**config.mk**
```make
export PLATFORM = sky130hd
export DESIGN_NAME = square_wave_channel_flat
export DESIGN_NICKNAME = d
export VERILOG_FILES = /design/src/rtl/square_wave_channel_pkg.sv /design/src/rtl/square_wave_channel_if.sv /design/src/rtl/square_wave_channel_length.sv /design/src/rtl/square_wave_channel.sv /design/src/flat_wrapper.sv
export SDC_FILE = /design/constraint.sdc
export NUM_CORES = 1
export LEC_CHECK = 0
export ABC_AREA = 1
export BUFFER_PORTS_ARGS = -buffer_cell sky130_fd_sc_hd__clkbuf_2
export CORE_MARGIN = 2
export CORE_UTILIZATION = 50
export CTS_CLUSTER_DIAMETER = 150
export DETAILED_ROUTE_END_ITERATION = 10
export PLACE_DENSITY = 0.77
export SLEW_MARGIN = 15
export SYNTH_ARGS = -nofsm -noshare
export SYNTH_HDL_FRONTEND = slang
export SYNTH_SLANG_ARGS = --single-unit
export TNS_END_PERCENT = 5
```
**constraint.sdc**
```tcl
create_clock -name clock -period 1.4 [get_ports clock]
set_input_delay 0.14 -clock clock [delete_from_list [all_inputs] [get_ports clock]]
set_output_delay 0.14 -clock clock [all_outputs]
set_load 0.02 [all_outputs]
```
**src/rtl/square_wave_channel_pkg.sv**
```systemverilog
// square_wave_channel_pkg: shared constants, duty encoding and duty lookup for the square channels.
package square_wave_channel_pkg;
    localparam int FREQ_W = 11;
    localparam int LEN_MAX = 64;
    localparam int VOL_W = 4;
    typedef enum logic [1:0] {
        DUTY_12 = 2'b00,
        DUTY_25 = 2'b01,
        DUTY_50 = 2'b10,
        DUTY_75 = 2'b11
    } duty_t;
    // Bit n is the waveform level at duty step n.
    localparam logic [7:0] DUTY_TABLE [4] = '{8'b1000_0000, 8'b1000_0001, 8'b1110_0001, 8'b0111_1110};
    function automatic logic duty_bit(duty_t duty, logic [2:0] pos);
        return DUTY_TABLE[duty][pos];
    endfunction
endpackage

```
**src/rtl/square_wave_channel_if.sv**
```systemverilog
// square_wave_channel_if: register/strobe inputs and mixer/status outputs of one square channel.
interface square_wave_channel_if;
    import square_wave_channel_pkg::*;
    logic             freq_tick;
    logic             len_tick;
    logic [7:0]       freq_lo;
    logic [7:0]       freq_hi;
    logic [7:0]       nr11;
    logic             length_load;
    logic             length_en;
    logic             trigger;
    logic             dac_en;
    logic             sweep_ok;
    logic [VOL_W-1:0] volume;
    logic [VOL_W-1:0] sample;
    logic             channel_on;
    modport master (
        output freq_tick, len_tick, freq_lo, freq_hi, nr11, length_load, length_en,
               trigger, dac_en, sweep_ok, volume,
        input  sample, channel_on
    );
    modport slave (
        input  freq_tick, len_tick, freq_lo, freq_hi, nr11, length_load, length_en,
               trigger, dac_en, sweep_ok, volume,
        output sample, channel_on
    );
endinterface

```
**src/rtl/square_wave_channel_length.sv**
```systemverilog
// sound_length_counter: length counter with load/trigger/tick handling and a one-cycle expiry pulse.
module sound_length_counter #(
    parameter int LEN_MAX = 64,
    parameter int DATA_W = 6,
    parameter int CNT_W = $clog2(LEN_MAX + 1)
) (
    input  logic              clock,
    input  logic              reset,
    input  logic              load,
    input  logic              trigger,
    input  logic              tick,
    input  logic              enable,
    input  logic [DATA_W-1:0] data,
    output logic              expired
);
    logic [CNT_W-1:0] count;
    logic [CNT_W-1:0] loaded;
    logic             step;
    // A load in the same cycle as a trigger is applied before the zero check.
    assign loaded = load ? CNT_W'(LEN_MAX) - CNT_W'(data) : count;
    assign step = !trigger && !load && tick && enable && count != '0;
    assign expired = step && count == CNT_W'(1);
    always_ff @(posedge clock) begin
        if (!reset)
            count <= '0;
        else if (trigger)
            count <= loaded == '0 ? CNT_W'(LEN_MAX) : loaded;
        else if (load)
            count <= loaded;
        else if (step)
            count <= count - CNT_W'(1);
    end
endmodule

```
**src/rtl/square_wave_channel.sv**
```systemverilog
// square_wave_channel: square tone generator with frequency timer, duty sequencer, length and enable.
module square_wave_channel
    import square_wave_channel_pkg::*;
(
    input logic                  clock,
    input logic                  reset,
    square_wave_channel_if.slave bus
);
    logic [11:0]      freq_timer;
    logic [11:0]      period;
    logic [2:0]       duty_pos;
    logic             channel_on_q;
    logic [VOL_W-1:0] sample_q;
    logic             len_expired;
    logic             kill;
    logic             unused_freq_hi;
    assign unused_freq_hi = ^bus.freq_hi[7:3];
    assign period = 12'd2048 - {1'b0, bus.freq_hi[2:0], bus.freq_lo};
    assign kill = !bus.dac_en || !bus.sweep_ok;
    assign bus.sample = sample_q;
    assign bus.channel_on = channel_on_q;
    sound_length_counter #(.LEN_MAX(LEN_MAX), .DATA_W(6)) u_len (
        .clock   (clock),
        .reset   (reset),
        .load    (bus.length_load),
        .trigger (bus.trigger),
        .tick    (bus.len_tick),
        .enable  (bus.length_en),
        .data    (bus.nr11[5:0]),
        .expired (len_expired)
    );
    // Frequency is only sampled on reload, so sweep writes land at the next period.
    always_ff @(posedge clock) begin
        if (!reset) begin
            freq_timer <= '0;
            duty_pos <= '0;
            channel_on_q <= 1'b0;
            sample_q <= '0;
        end else begin
            sample_q <= (channel_on_q && duty_bit(duty_t'(bus.nr11[7:6]), duty_pos)) ? bus.volume : '0;
            if (bus.trigger)
                freq_timer <= period;
            else if (bus.freq_tick && freq_timer <= 12'd1) begin
                freq_timer <= period;
                duty_pos <= duty_pos + 3'd1;
            end else if (bus.freq_tick)
                freq_timer <= freq_timer - 12'd1;
            channel_on_q <= kill ? 1'b0 : bus.trigger ? 1'b1 : len_expired ? 1'b0 : channel_on_q;
        end
    end
endmodule
```
**src/flat_wrapper.sv**
```systemverilog
// flat-port wrapper written by rule: the top's interface ports become plain ports
module square_wave_channel_flat import square_wave_channel_pkg::*;
  (clock, reset, bus_freq_tick, bus_len_tick, bus_freq_lo, bus_freq_hi, bus_nr11, bus_length_load, bus_length_en, bus_trigger, bus_dac_en, bus_sweep_ok, bus_volume, bus_sample, bus_channel_on);
  square_wave_channel_if bus_i ();
  input logic clock;
  input logic reset;
  input wire logic [$bits(bus_i.freq_tick)-1:0] bus_freq_tick;
  input wire logic [$bits(bus_i.len_tick)-1:0] bus_len_tick;
  input wire logic [$bits(bus_i.freq_lo)-1:0] bus_freq_lo;
  input wire logic [$bits(bus_i.freq_hi)-1:0] bus_freq_hi;
  input wire logic [$bits(bus_i.nr11)-1:0] bus_nr11;
  input wire logic [$bits(bus_i.length_load)-1:0] bus_length_load;
  input wire logic [$bits(bus_i.length_en)-1:0] bus_length_en;
  input wire logic [$bits(bus_i.trigger)-1:0] bus_trigger;
  input wire logic [$bits(bus_i.dac_en)-1:0] bus_dac_en;
  input wire logic [$bits(bus_i.sweep_ok)-1:0] bus_sweep_ok;
  input wire logic [$bits(bus_i.volume)-1:0] bus_volume;
  output wire logic [$bits(bus_i.sample)-1:0] bus_sample;
  output wire logic [$bits(bus_i.channel_on)-1:0] bus_channel_on;
  assign bus_i.freq_tick = bus_freq_tick;
  assign bus_i.len_tick = bus_len_tick;
  assign bus_i.freq_lo = bus_freq_lo;
  assign bus_i.freq_hi = bus_freq_hi;
  assign bus_i.nr11 = bus_nr11;
  assign bus_i.length_load = bus_length_load;
  assign bus_i.length_en = bus_length_en;
  assign bus_i.trigger = bus_trigger;
  assign bus_i.dac_en = bus_dac_en;
  assign bus_i.sweep_ok = bus_sweep_ok;
  assign bus_i.volume = bus_volume;
  assign bus_sample = bus_i.sample;
  assign bus_channel_on = bus_i.channel_on;
  square_wave_channel u_core (.clock(clock), .reset(reset), .bus(bus_i));
endmodule
```
; Yosys cells after proc, flatten, opt, wreduce, memory -nomap -nowiden
; Cells that the tools add are included.
[word_totals]
input_bits = 37
regBits = 27
elab_cells = 52
output_inout_bits = 5
[classes]
bitwise = 3
addsub = 5
mux = 15
eq_ne = 1
n_reduce_logical = 20
order_cmp = 3
[op_table]
columns = operator, n
row1 = 12-bit two-way mux, 3
row2 = 7-bit two-way mux, 5
row3 = 8-bit binary-select mux with 2-bit select, 1
row4 = 8-bit two-way mux, 2
row5 = "12-bit by 1-bit <= comparator with 1-bit output, second input constant", 1
row6 = "12-bit by 1-bit subtractor with 12-bit output, second input constant", 1
row7 = "12-bit by 11-bit subtractor with 12-bit output, first input constant", 1
row8 = "7-bit by 1-bit equality test with 1-bit output, second input constant", 1
row9 = 1-bit logical AND, 7
row10 = 7-bit logical NOT, 1
row11 = 7-bit nonzero test, 1
row12 = "7-bit by 1-bit subtractor with 7-bit output, second input constant", 1
row13 = "7-bit by 6-bit subtractor with 7-bit output, first input constant", 1
row14 = 3-bit nonzero test, 2
row15 = 1-bit logical NOT, 4
row16 = "3-bit by 4-bit < comparator with 1-bit output, second input constant", 1
row17 = 2-bit AND reduction, 2
row18 = "3-bit by 1-bit adder with 3-bit output, second input constant", 1
row19 = 1-bit binary-select mux with 3-bit select, 1
row20 = "3-bit >= comparator, second input constant", 1
row21 = 1-bit two-way mux, 3
row22 = 2-bit NOT with 3-bit output, 1
row23 = 1-bit NOT, 2
row24 = 2-bit nonzero test, 1
row25 = other kinds (2), 2

; Logic depth before layout (Yosys ltp)
; Gate-level depths: netlist (run 1).
[depth]
depth_word = 8
mapped_depth = 12
ltp_nobuf = 11

; By module
; Synthesis (run 1) repeated with hierarchy kept, for this count alone.
[unflattened]
cells_unflattened = 370
hier_area_um2 = 2254.7
[by_module_without_submodules]
columns = module, seq_area_each_um2, cells_per_inst, area_per_inst_um2, n_inst
row1 = square_wave_channel, 400.4, 253, 1515.2, 1
row2 = sound_length_counter, 140.1, 117, 739.5, 1

; Least setup slack after synthesis (run 1)
; Ideal clock, no wire load.
[synth_timing]
kind = register -> register
from = register u_core.freq_timer[0]
to = register u_core.freq_timer[11]
path_buffers = 0
required_time_ps = 1344
slack_ps = -46
path_stages_with_launch = 12
synth_period_minus_slack_ps = 1446
arrival_ps = 1390
setup_time_ps = 56
path_cell_list = dfxtp_1 inv_1 ha_1 nor2_1 nor2_1 a21oi_2 nand3_1 nand2_1 inv_1 nand2_1 nand2_1 inv_1
[synth_via]
elab_chain_cells = 4
word_cells_on_any_way = 7
cone_classes = add/sub (1) / order compare (1) / mux (3) / reduce/logical (2)
[synth_rtl]
columns = element, line_no
row1 = "start, declared", square_wave_channel.sv:9  ; logic [11:0] freq_timer;
row2 = "start signal, assigned", square_wave_channel.sv:42  ; freq_timer <= period;
row3 = "start signal, assigned", square_wave_channel.sv:44  ; freq_timer <= period;
row4 = "start signal, assigned", square_wave_channel.sv:47  ; freq_timer <= freq_timer - 12'd1;
row5 = 12-bit by 1-bit subtractor with 12-bit output / 12-bit by 1-bit <= comparator with 1-bit output (equally long branches), "square_wave_channel.sv:47, square_wave_channel.sv:43"
row6 = 12-bit two-way mux / 1-bit logical AND (equally long branches), "square_wave_channel.sv:46, square_wave_channel.sv:43"
row7 = 12-bit two-way mux, square_wave_channel.sv:43  ; else if (bus.freq_tick && freq_timer <= 12'd1) begin
row8 = 12-bit two-way mux, square_wave_channel.sv:41  ; if (bus.trigger)
; Parallel ways exist; a longest one is shown, timed or not. The select of a mux whose other input is x is not followed.
; A chain may end at the register's enable or synchronous reset.

; Worst setup path in the final report (run 1)
[layout_timing]
from = register u_core.freq_timer[0]
to = register u_core.freq_timer[10]
; Same word-level chain as after synthesis.

==> results of run 1 <==
[area by class of cell]
cell class	count	area share, %
multi-input combinational	243	50.6
sequential	27	20.1
timing repair buffer	76	17.9
inverter	53	7.29
tap	50	2.29
clock buffer	3	1.51
clock inverter	1	0.275
[metrics by stage]
stage,cells,worst slack [ns],hold slack (ns),power (mW)
after floorplan,329,-0.0217,0.252,1.34
after global placement,445,-0.0570,0.344,1.63
after detailed placement,445,-0.0952,0.348,1.65
after CTS,452,-0.0325,0.0417,2.18
after global routing,453,-0.155,0.0470,2.39
final,453,-0.0587,0.0445,2.23
[layout by cell type, fill, tap and decap left out, types with 2 or more instances in the layout]
cell	netlist	final
xnor2_1	3	3
nand2_1	69	64
buf_6	1	2
nand3_2	0	3
ha_2	0	2
clkbuf_8	0	3
a21oi_1	22	21
nand4_1	7	7
inv_2	2	8
xor2_1	5	5
nor2_2	2	6
o21ai_2	0	2
ha_1	9	6
dfxtp_2	0	7
buf_4	2	38
inv_1	50	44
nand2_2	2	6
nand3_1	37	34
o21ai_1	5	11
nor2_4	1	6
o21ai_0	25	17
nor3_1	3	3
dfxtp_1	27	20
clkbuf_2	0	36
nor2_1	37	28
a31oi_1	4	4
nand2_4	1	3
a21oi_2	1	2
[cells by family after synthesis]
family / share of synthesized area (%)
and+or+nand+nor: 35.6
AOI/OAI and AO/OA: 16.9
buffers and inverters: 11.9
DFF: 26.6
adders and majority gates: 5.54
xor gates and xnor gates: 3.45
[Yosys cell counts (2+ instances only)]
| master | instances | share of area [%] |
|---|---|---|
| xor2_1 | 5 | 2.2 |
| o21ai_0 | 25 | 6.2 |
| buf_2 | 2 | 0.49 |
| a21oi_1 | 22 | 5.4 |
| nor3_1 | 3 | 0.74 |
| ha_1 | 9 | 5.5 |
| o21ai_1 | 5 | 1.2 |
| nor2_1 | 37 | 6.8 |
| nand3_1 | 37 | 9.1 |
| dfxtp_1 | 27 | 27 |
| inv_2 | 2 | 0.37 |
| nand2_1 | 69 | 13 |
| nor2_2 | 2 | 0.62 |
| buf_4 | 2 | 0.74 |
| nand4_1 | 7 | 2.2 |
| inv_1 | 50 | 9.2 |
| xnor2_1 | 3 | 1.3 |
| a31oi_1 | 4 | 1.2 |
| nand2_2 | 2 | 0.62 |
[worst max path at each step]
stage,to,slack (ns)
floorplan,u_core.freq_timer[0],-0.02
global placement,u_core.freq_timer[2],-0.06
detailed placement,u_core.u_len.count[3],-0.1
CTS,u_core.freq_timer[11],-0.03
global route,u_core.freq_timer[10],-0.15
finish,u_core.freq_timer[10],-0.06
[worst max-delay path, delay by kind of cell, from the launching register on]
family / cells / cell delay [ns]
AO/OA/AOI/OAI: 2 / 0.24
adder cells (fa/ha/maj): 1 / 0.19
flip-flops: 1 / 0.37
buffers and inverters: 2 / 0.19
AND/OR/NAND/NOR: 4 / 0.35
[state kept, by name, indices dropped and copies added (netlist names)]
name                   count
u_core.freq_timer         12
u_core.u_len.count         7
u_core.bus.sample          4
u_core.duty_pos            3
u_core.bus.channel_on      1
[layer usage]
| metal | global-route usage (%) | part of all wire [%] |
|---|---|---|
| met2 | 45.0 | 51 |
| met5 | 0 | 0 |
| met4 | 7.40 | 1.6 |
| met3 | 3.67 | 4.1 |
| met1 | 31.4 | 43 |
[where the power goes]
group / internal [mW] / switching, mW / total [mW]
Sequential: 0.831 / 0.0582 / 0.889
Clock: 0.203 / 0.267 / 0.469
Combinational: 0.403 / 0.469 / 0.872
[timing repair]
action                     in CTS  in global routing
hold buffers                    0                  0
gates resized for setup        31                 24
cloned                          1                  0
pin swaps                      14                  6
setup endpoints to repair      22                 26
buffers inserted                2                  1
==> impl_metrics.tcl, run 1 <==
set metrics [dict create \
    status "complete, but fails checks" \
    violations "negative setup slack" \
    r2r-start "u_core.freq_timer[0]" \
    syn2layout_area_growth_pct 34.3 \
    r2r_slack_ns -0.06 \
    dieArea_um2 4590 \
    ff2ff_path_depth 9 \
    period_share_pct 104 \
    relSlewSlack_pct 71.0 \
    cts_tree "done" \
    drc 0 \
    antenna_found_initial 0 \
    tns_ns -0.246 \
    via_per_inst 5.19 \
    cts_buffer_depth 2 \
    ir_drop_v 0.000511 \
    min_to "u_core.bus.sample[1]" \
    overflow 0 \
    start_util_pct 51.5 \
    routed_wl_um 5290 \
    crit_path_cell_trace "inv_2 > ha_2 > nor2_2 > nor2_4 > a21oi_2 > buf_4 > nand3_1 > nand2_1 > a21oi_1" \
    slew_viol_final 0 \
    powerDensity_nw_per_um2 818 \
    setup_viol 10 \
    slowest_delay_ns 0.37 \
    synth_cell_types 35 \
    end_kind "register" \
    ant_nets 0 \
    grt_max_degree 17 \
    drive_gt1_share_pct 32.3 \
    cts.sinks 27 \
    die_y_um 67.8 \
    synth_edf_count 0 \
    num_antenna_cells 0 \
    synth_seq_area_share_pct 26.6 \
    path_max_fanout 4 \
    netlist_area_um2 2030 \
    arrival_ns 1.62 \
    min_path_cells 3 \
    hold_path.class "in2reg" \
    n_fill_cell 321 \
    ios 42 \
    final_area_um2 2730 \
    startpoint "u_core.freq_timer[0]" \
    fin_crit_ns 1.46 \
    cap_viol_max_count 0 \
    fin_ws_ns -0.0587 \
    hold_viol 0 \
    dr.pass1.iters 4 \
    syn_nets 375 \
    multi_input_area_um2 1380 \
    syn_inst 329 \
    synth_area_per_cell_um2 6.18 \
    synth_seq_cells 27 \
    vias 2350 \
    cts_buffers 3 \
    clk_pin_slew_ns 0.10 \
    cp_slowest_cell "dfxtp_2" \
    cts-root-buf "clkbuf_8" \
    ys_warn_count 0 \
    fin_worst_skew_ns 0.00745 \
    grtUsageTotal_pct 25.3 \
    routabilityCongestion 0.925 \
    crit_path_start_kind "register" \
    grt_first_pass_wirelength_um 9040 \
    path_class "reg2reg" \
    tightest_slew_ns 0.435 \
    worstHoldStart "bus_volume[1]" \
    leakagePower_nw 1.37 \
    final-seq-area_um2 549 \
    rsz0062_at_grt "yes" \
    synth_ff_type "dfxtp_1" \
    core_um2 3940 \
    drtIter0Drc 151 \
    dp_hpwl_um 3900 \
    rows 23 \
    io_buffers 36 \
    first_global_vias 2141 \
    utilization_pct 69.2 \
    dpl_cell_area_um2 2510 \
    r2r-end "u_core.freq_timer[10]" \
    htree_levels 1 \
    clock.fmax_mhz 686 \
    cp.required_ns 1.56 \
    fin_nets 450 \
    synthArstFlopShare_pct 0 \
    die_w_um 67.8 \
    wl_per_cell_um 11.7 \
    clock_latency_ns 0.28 \
]
No activity file was read; power rests on OpenSTA's default activity.
==> run 2, diff against run 1 <==
--- a/config.mk
+++ b/config.mk
@@ -13,5 +13,4 @@
 export DETAILED_ROUTE_END_ITERATION = 10
 export PLACE_DENSITY = 0.77
-export SLEW_MARGIN = 15
 export SYNTH_ARGS = -nofsm -noshare
 export SYNTH_HDL_FRONTEND = slang
==> constraint.sdc (replaced) <==
create_clock -name clock -period 1.4 [get_ports clock]
set_input_delay 0.21 -clock clock [delete_from_list [all_inputs] [get_ports clock]]
set_output_delay 0.21 -clock clock [all_outputs]
set_load 0.02 [all_outputs]
==> impl_metrics.tcl, run 2 (synthesis gave the netlist of run 1 again) <==
set metrics [dict create \
    status "complete, but fails checks" \
    violations "negative setup slack" \
    utilization_pct 71.2 \
    postCtsHoldBufs 0 \
    cts_tree "done" \
    hold_path.class "in2reg" \
    pwr-share-comb_pct 40.5 \
    drc 0 \
    n_fill_cell 334 \
    final_common_cell "nand2_1" \
    powerDensity_nw_per_um2 814 \
    hold_slack_ns 0.108 \
    setup_viol 11 \
    crit_path_cell_trace "inv_2 > nand2_2 > nor3_4 > nand2_4 > nand2_4 > nand3_1 > nand2_1 > a21oi_1" \
    regMostFlops "u_core.freq_timer" \
    vias 2361 \
    crit_path_start_kind "register" \
    fin_crit_ns 1.50 \
    cp_slowest_cell "dfxtp_1" \
    largest_reg_flops 12 \
    overflow 0 \
    antenna_found_initial 0 \
    rows 23 \
    dieArea_um2 4590 \
    timing.critical_path.mode_cell "nand2_4" \
    p_sw_mw 0.824 \
    clock.fmax_mhz 668 \
    wl_per_cell_um 12.3 \
    dp_hpwl_um 3920 \
    htree_levels 1 \
    cp.required_ns 1.57 \
    die_y_um 67.8 \
    routabilityCongestion 0.926 \
    path_max_fanout 8 \
    via_per_inst 5.18 \
    seq_power_share_pct 39.0 \
    final_cell_mix "60 x nand2_1, 43 x inv_1, 39 x buf_4" \
    tightest_slew_ns 0.459 \
    drive_gt1_share_pct 35.0 \
    cap_viol_max_count 0 \
    path_class "reg2reg" \
    r2r_slack_ns -0.1 \
    period_share_pct 107 \
    grt_first_pass_wirelength_um 8910 \
    dp.cells 450 \
    clock_latency_ns 0.28 \
    cts.sinks 27 \
    num_antenna_cells 0 \
    relSlewSlack_pct 69.4 \
    ant_nets 0 \
    hold_viol 0 \
    internal_power_mw 1.46 \
    final_cell_count_no_fill 456 \
    multi_input_area_um2 1420 \
    syn2layout_area_growth_pct 38.1 \
    grtUsageTotal_pct 25.5 \
    slew_viol_final 0 \
    routed_wl_um 5590 \
    pwr-share-clk_pct 20.5 \
    clk_pin_slew_ns 0.10 \
    slowest_delay_ns 0.33 \
    drtIter0Drc 136 \
    sw_frac_of_total_pct 36.1 \
    first_global_vias 2145 \
    core_um2 3940 \
    rsz0062_at_grt "yes" \
    final-seq-area_um2 554 \
    fin_ws_ns -0.0964 \
    end_kind "register" \
    cts_buffer_depth 2 \
    total_power_mw 2.28 \
    dr.pass1.iters 4 \
    ios 42 \
    fin_nets 453 \
    cts_buffers 3 \
    pre_cts_ws_ns -0.142 \
    ir_drop_v 0.000406 \
    grt_max_degree 17 \
    start_util_pct 51.5 \
    fin_worst_skew_ns 0.00337 \
    leakagePower_nw 1.40 \
    arrival_ns 1.66 \
    cts-root-buf "clkbuf_8" \
    die_w_um 67.8 \
    io_buffers 36 \
]
## run 2: cell count changes in the layout (fill, tap and decap cells not counted), sizes merged
cell / previous run / this run
buf: 40 / 43
## run 2: cell type report
type | count | area share, %
Timing Repair Buffer | 79 | 18.5
Sequential cell | 27 | 19.8
Multi-Input combinational cell | 243 | 50.6
Clock buffer | 3 | 1.47
Tap cell | 50 | 2.23
Inverter | 53 | 7.18
Clock inverter | 1 | 0.267
## run 2: final timing paths
kind / startpoint / end / cells past startpoint
setup / recovery: u_core.freq_timer[9] / u_core.freq_timer[10] / 8
hold / removal: bus_volume[2] / u_core.bus.sample[2] / 3
setup reg to reg: u_core.freq_timer[9] / u_core.freq_timer[10] / 8
hold reg to reg: u_core.duty_pos[0] / u_core.duty_pos[0] / 1
## run 2: stage by stage
stage	TNS, ns	instance area [um^2]
6_report	-0.391	2810
5_1_grt	-1.65	2810
4_1_cts	-0.188	2690
3_5_place_dp	-1.72	2550
3_3_place_gp	-0.740	2550
2_1_floorplan	-0.0729	2030
## run 2: critical path, delay by kind of cell (launching register included)
| kind | cells | cell delay, ns |
|---|---|---|
| AOI/OAI and AO/OA | 1 | 0.06 |
| buffers and inverters | 1 | 0.07 |
| DFF | 1 | 0.33 |
| and+or+nand+nor | 6 | 0.90 |
## run 2: power groups by stage
stage	combinational, mW	sequential, mW	clock [mW]
detailed placement	0.779	0.886	0
CTS	0.828	0.878	0.477
floorplan	0.448	0.887	0
global route	1.02	0.897	0.508
global placement	0.762	0.884	0
finish	0.926	0.890	0.469
## run 2: routing by layer
metal / routed length [um] / vias to the layer above / part of all wire (%) / track usage [%]
li1: - / 1230 / - / -
met1: 2380 / 1052 / 43 / 30.4
met2: 2810 / 66 / 50 / 45.7
met3: 279 / 13 / 5.0 / 4.17
met4: 128 / 0 / 2.3 / 9.44
met5: 0 / - / 0 / 0
## run 2: what timing repair did
item	in CTS	in global routing
endpoints found under the setup margin	21	24
cloned	1	1
pin swaps	9	9
buffers inserted	0	0
gates resized for setup	32	40
==> run 3, diff against run 2 <==
Settings changed: PLACE_DENSITY 0.77 to 0.84.
==> impl_metrics.tcl, run 3 (synthesis gave the netlist of run 1 again) <==
set metrics [dict create \
    crit_path_cell_trace "nor2_1 > nand3_1 > nor2_4 > nand2_4 > nand2_8 > nand3b_1 > nand2_1 > nand2_1 > inv_1" \
    tns_ns -2.05 \
    fin_crit_ns 1.58 \
    violations "negative setup slack" \
    path_max_fanout 8 \
    pre_cts_ws_ns -0.130 \
    utilization_pct 70.0 \
    cp_slowest_cell "dfxtp_1" \
    slew_viol_final 0 \
    arrival_ns 1.81 \
    rsz0062_at_grt "yes" \
    grt_first_pass_wirelength_um 9150 \
    fin_nets 449 \
    postCtsHoldBufs 0 \
    hold_viol 0 \
    end_kind "register" \
    cap_viol_max_count 0 \
    tightest_slew_ns 0.520 \
    drtIter0Drc 255 \
    overflow 0 \
    first_global_vias 2263 \
    slowest_delay_ns 0.36 \
    largest_reg_flops 12 \
    ir_drop_v 0.000518 \
    leakagePower_nw 1.39 \
    hold_path.class "in2reg" \
    wl_per_cell_um 13.3 \
    final_cell_count_no_fill 452 \
    vias 2459 \
    routed_wl_um 6030 \
    path_class "reg2reg" \
    powerDensity_nw_per_um2 825 \
    routabilityCongestion 0.918 \
    die_w_um 67.8 \
    htree_levels 1 \
    clock.fmax_mhz 635 \
    cp.required_ns 1.63 \
    final_common_cell "nand2_1" \
    cts_buffer_depth 2 \
    fin_worst_skew_ns 0.00369 \
    fin_ws_ns -0.176 \
    setup_viol 16 \
    drc 0 \
    relSlewSlack_pct 65.3 \
    dp_hpwl_um 4050 \
    rows 23 \
    dr.pass1.iters 7 \
    start_util_pct 51.5 \
    syn2layout_area_growth_pct 35.8 \
    dp.cells 444 \
    n_fill_cell 308 \
    cts_buffers 3 \
    r2r_slack_ns -0.18 \
    grtUsageTotal_pct 25.3 \
    timing.critical_path.mode_cell "nand2_1" \
    num_antenna_cells 0 \
    crit_path_start_kind "register" \
    regMostFlops "u_core.freq_timer" \
    ios 42 \
    dieArea_um2 4590 \
    cts_tree "done" \
    clock_latency_ns 0.27 \
    io_buffers 36 \
    ant_nets 0 \
    drive_gt1_share_pct 32.6 \
    clk_pin_slew_ns 0.09 \
    total_power_mw 2.28 \
    cts-root-buf "clkbuf_8" \
    antenna_found_initial 0 \
    cts.sinks 27 \
    status "complete, but fails checks" \
    grt_max_degree 16 \
    core_um2 3940 \
    via_per_inst 5.44 \
    period_share_pct 113 \
    die_y_um 67.8 \
    final_cell_mix "63 x nand2_1, 45 x inv_1, 37 x buf_4" \
]
[run 3: layer usage]
metal	share of wire [%]	global-route usage (%)	vias up
met2	50	45.0	104
met4	3.5	9.18	0
met5	0	0	-
met3	4.8	2.83	29
met1	42	31.1	1094
li1	-	-	1232
[run 3: what timing repair did]
item / 4_1_cts / 5_1_grt
setup endpoints to repair: 22 / 22
buffers inserted: 2 / 1
cloned: 1 / 0
pin swaps: 13 / 10
gates resized for setup: 38 / 26
[run 3: layout make-up]
class,instances,area [um^2],share of cell area (%)
Multi-Input combinational cell,243,1420,51.6
Sequential cell,27,549,19.9
Timing Repair Buffer,75,480,17.4
Inverter,53,199,7.21
Tap cell,50,62.6,2.27
Clock buffer,4,45.0,1.63
[run 3: per-stage QoR]
| step | instance area [um^2] | hold slack (ns) |
|---|---|---|
| after floorplan | 2030 | 0.322 |
| after global placement | 2500 | 0.414 |
| after detailed placement | 2500 | 0.417 |
| after CTS | 2660 | 0.127 |
| after global routing | 2760 | 0.130 |
| final | 2760 | 0.124 |
[run 3: path summary, 6_finish.rpt]
| check | startpoint | to | depth (start not counted) |
|---|---|---|---|
| worst max-delay path | u_core.freq_timer[2] | u_core.freq_timer[11] | 9 |
| worst min-delay path | bus_volume[1] | u_core.bus.sample[1] | 3 |
| worst max register to register | u_core.freq_timer[2] | u_core.freq_timer[11] | 9 |
| worst min register to register | u_core.bus.channel_on | u_core.bus.channel_on | 2 |
[run 3: critical path, delay by kind of cell, from the launching register on]
| kind | cells | cell delay [ns] |
|---|---|---|
| buffers and inverters | 1 | 0.04 |
| flip-flops | 1 | 0.36 |
| AND/OR/NAND/NOR | 8 | 1.12 |
[run 3: where the power goes]
group | internal (mW) | switching (mW) | leakage, nW
combinational | 0.420 | 0.510 | 1.14
clock | 0.204 | 0.249 | 0.0228
sequential | 0.831 | 0.0610 | 0.224
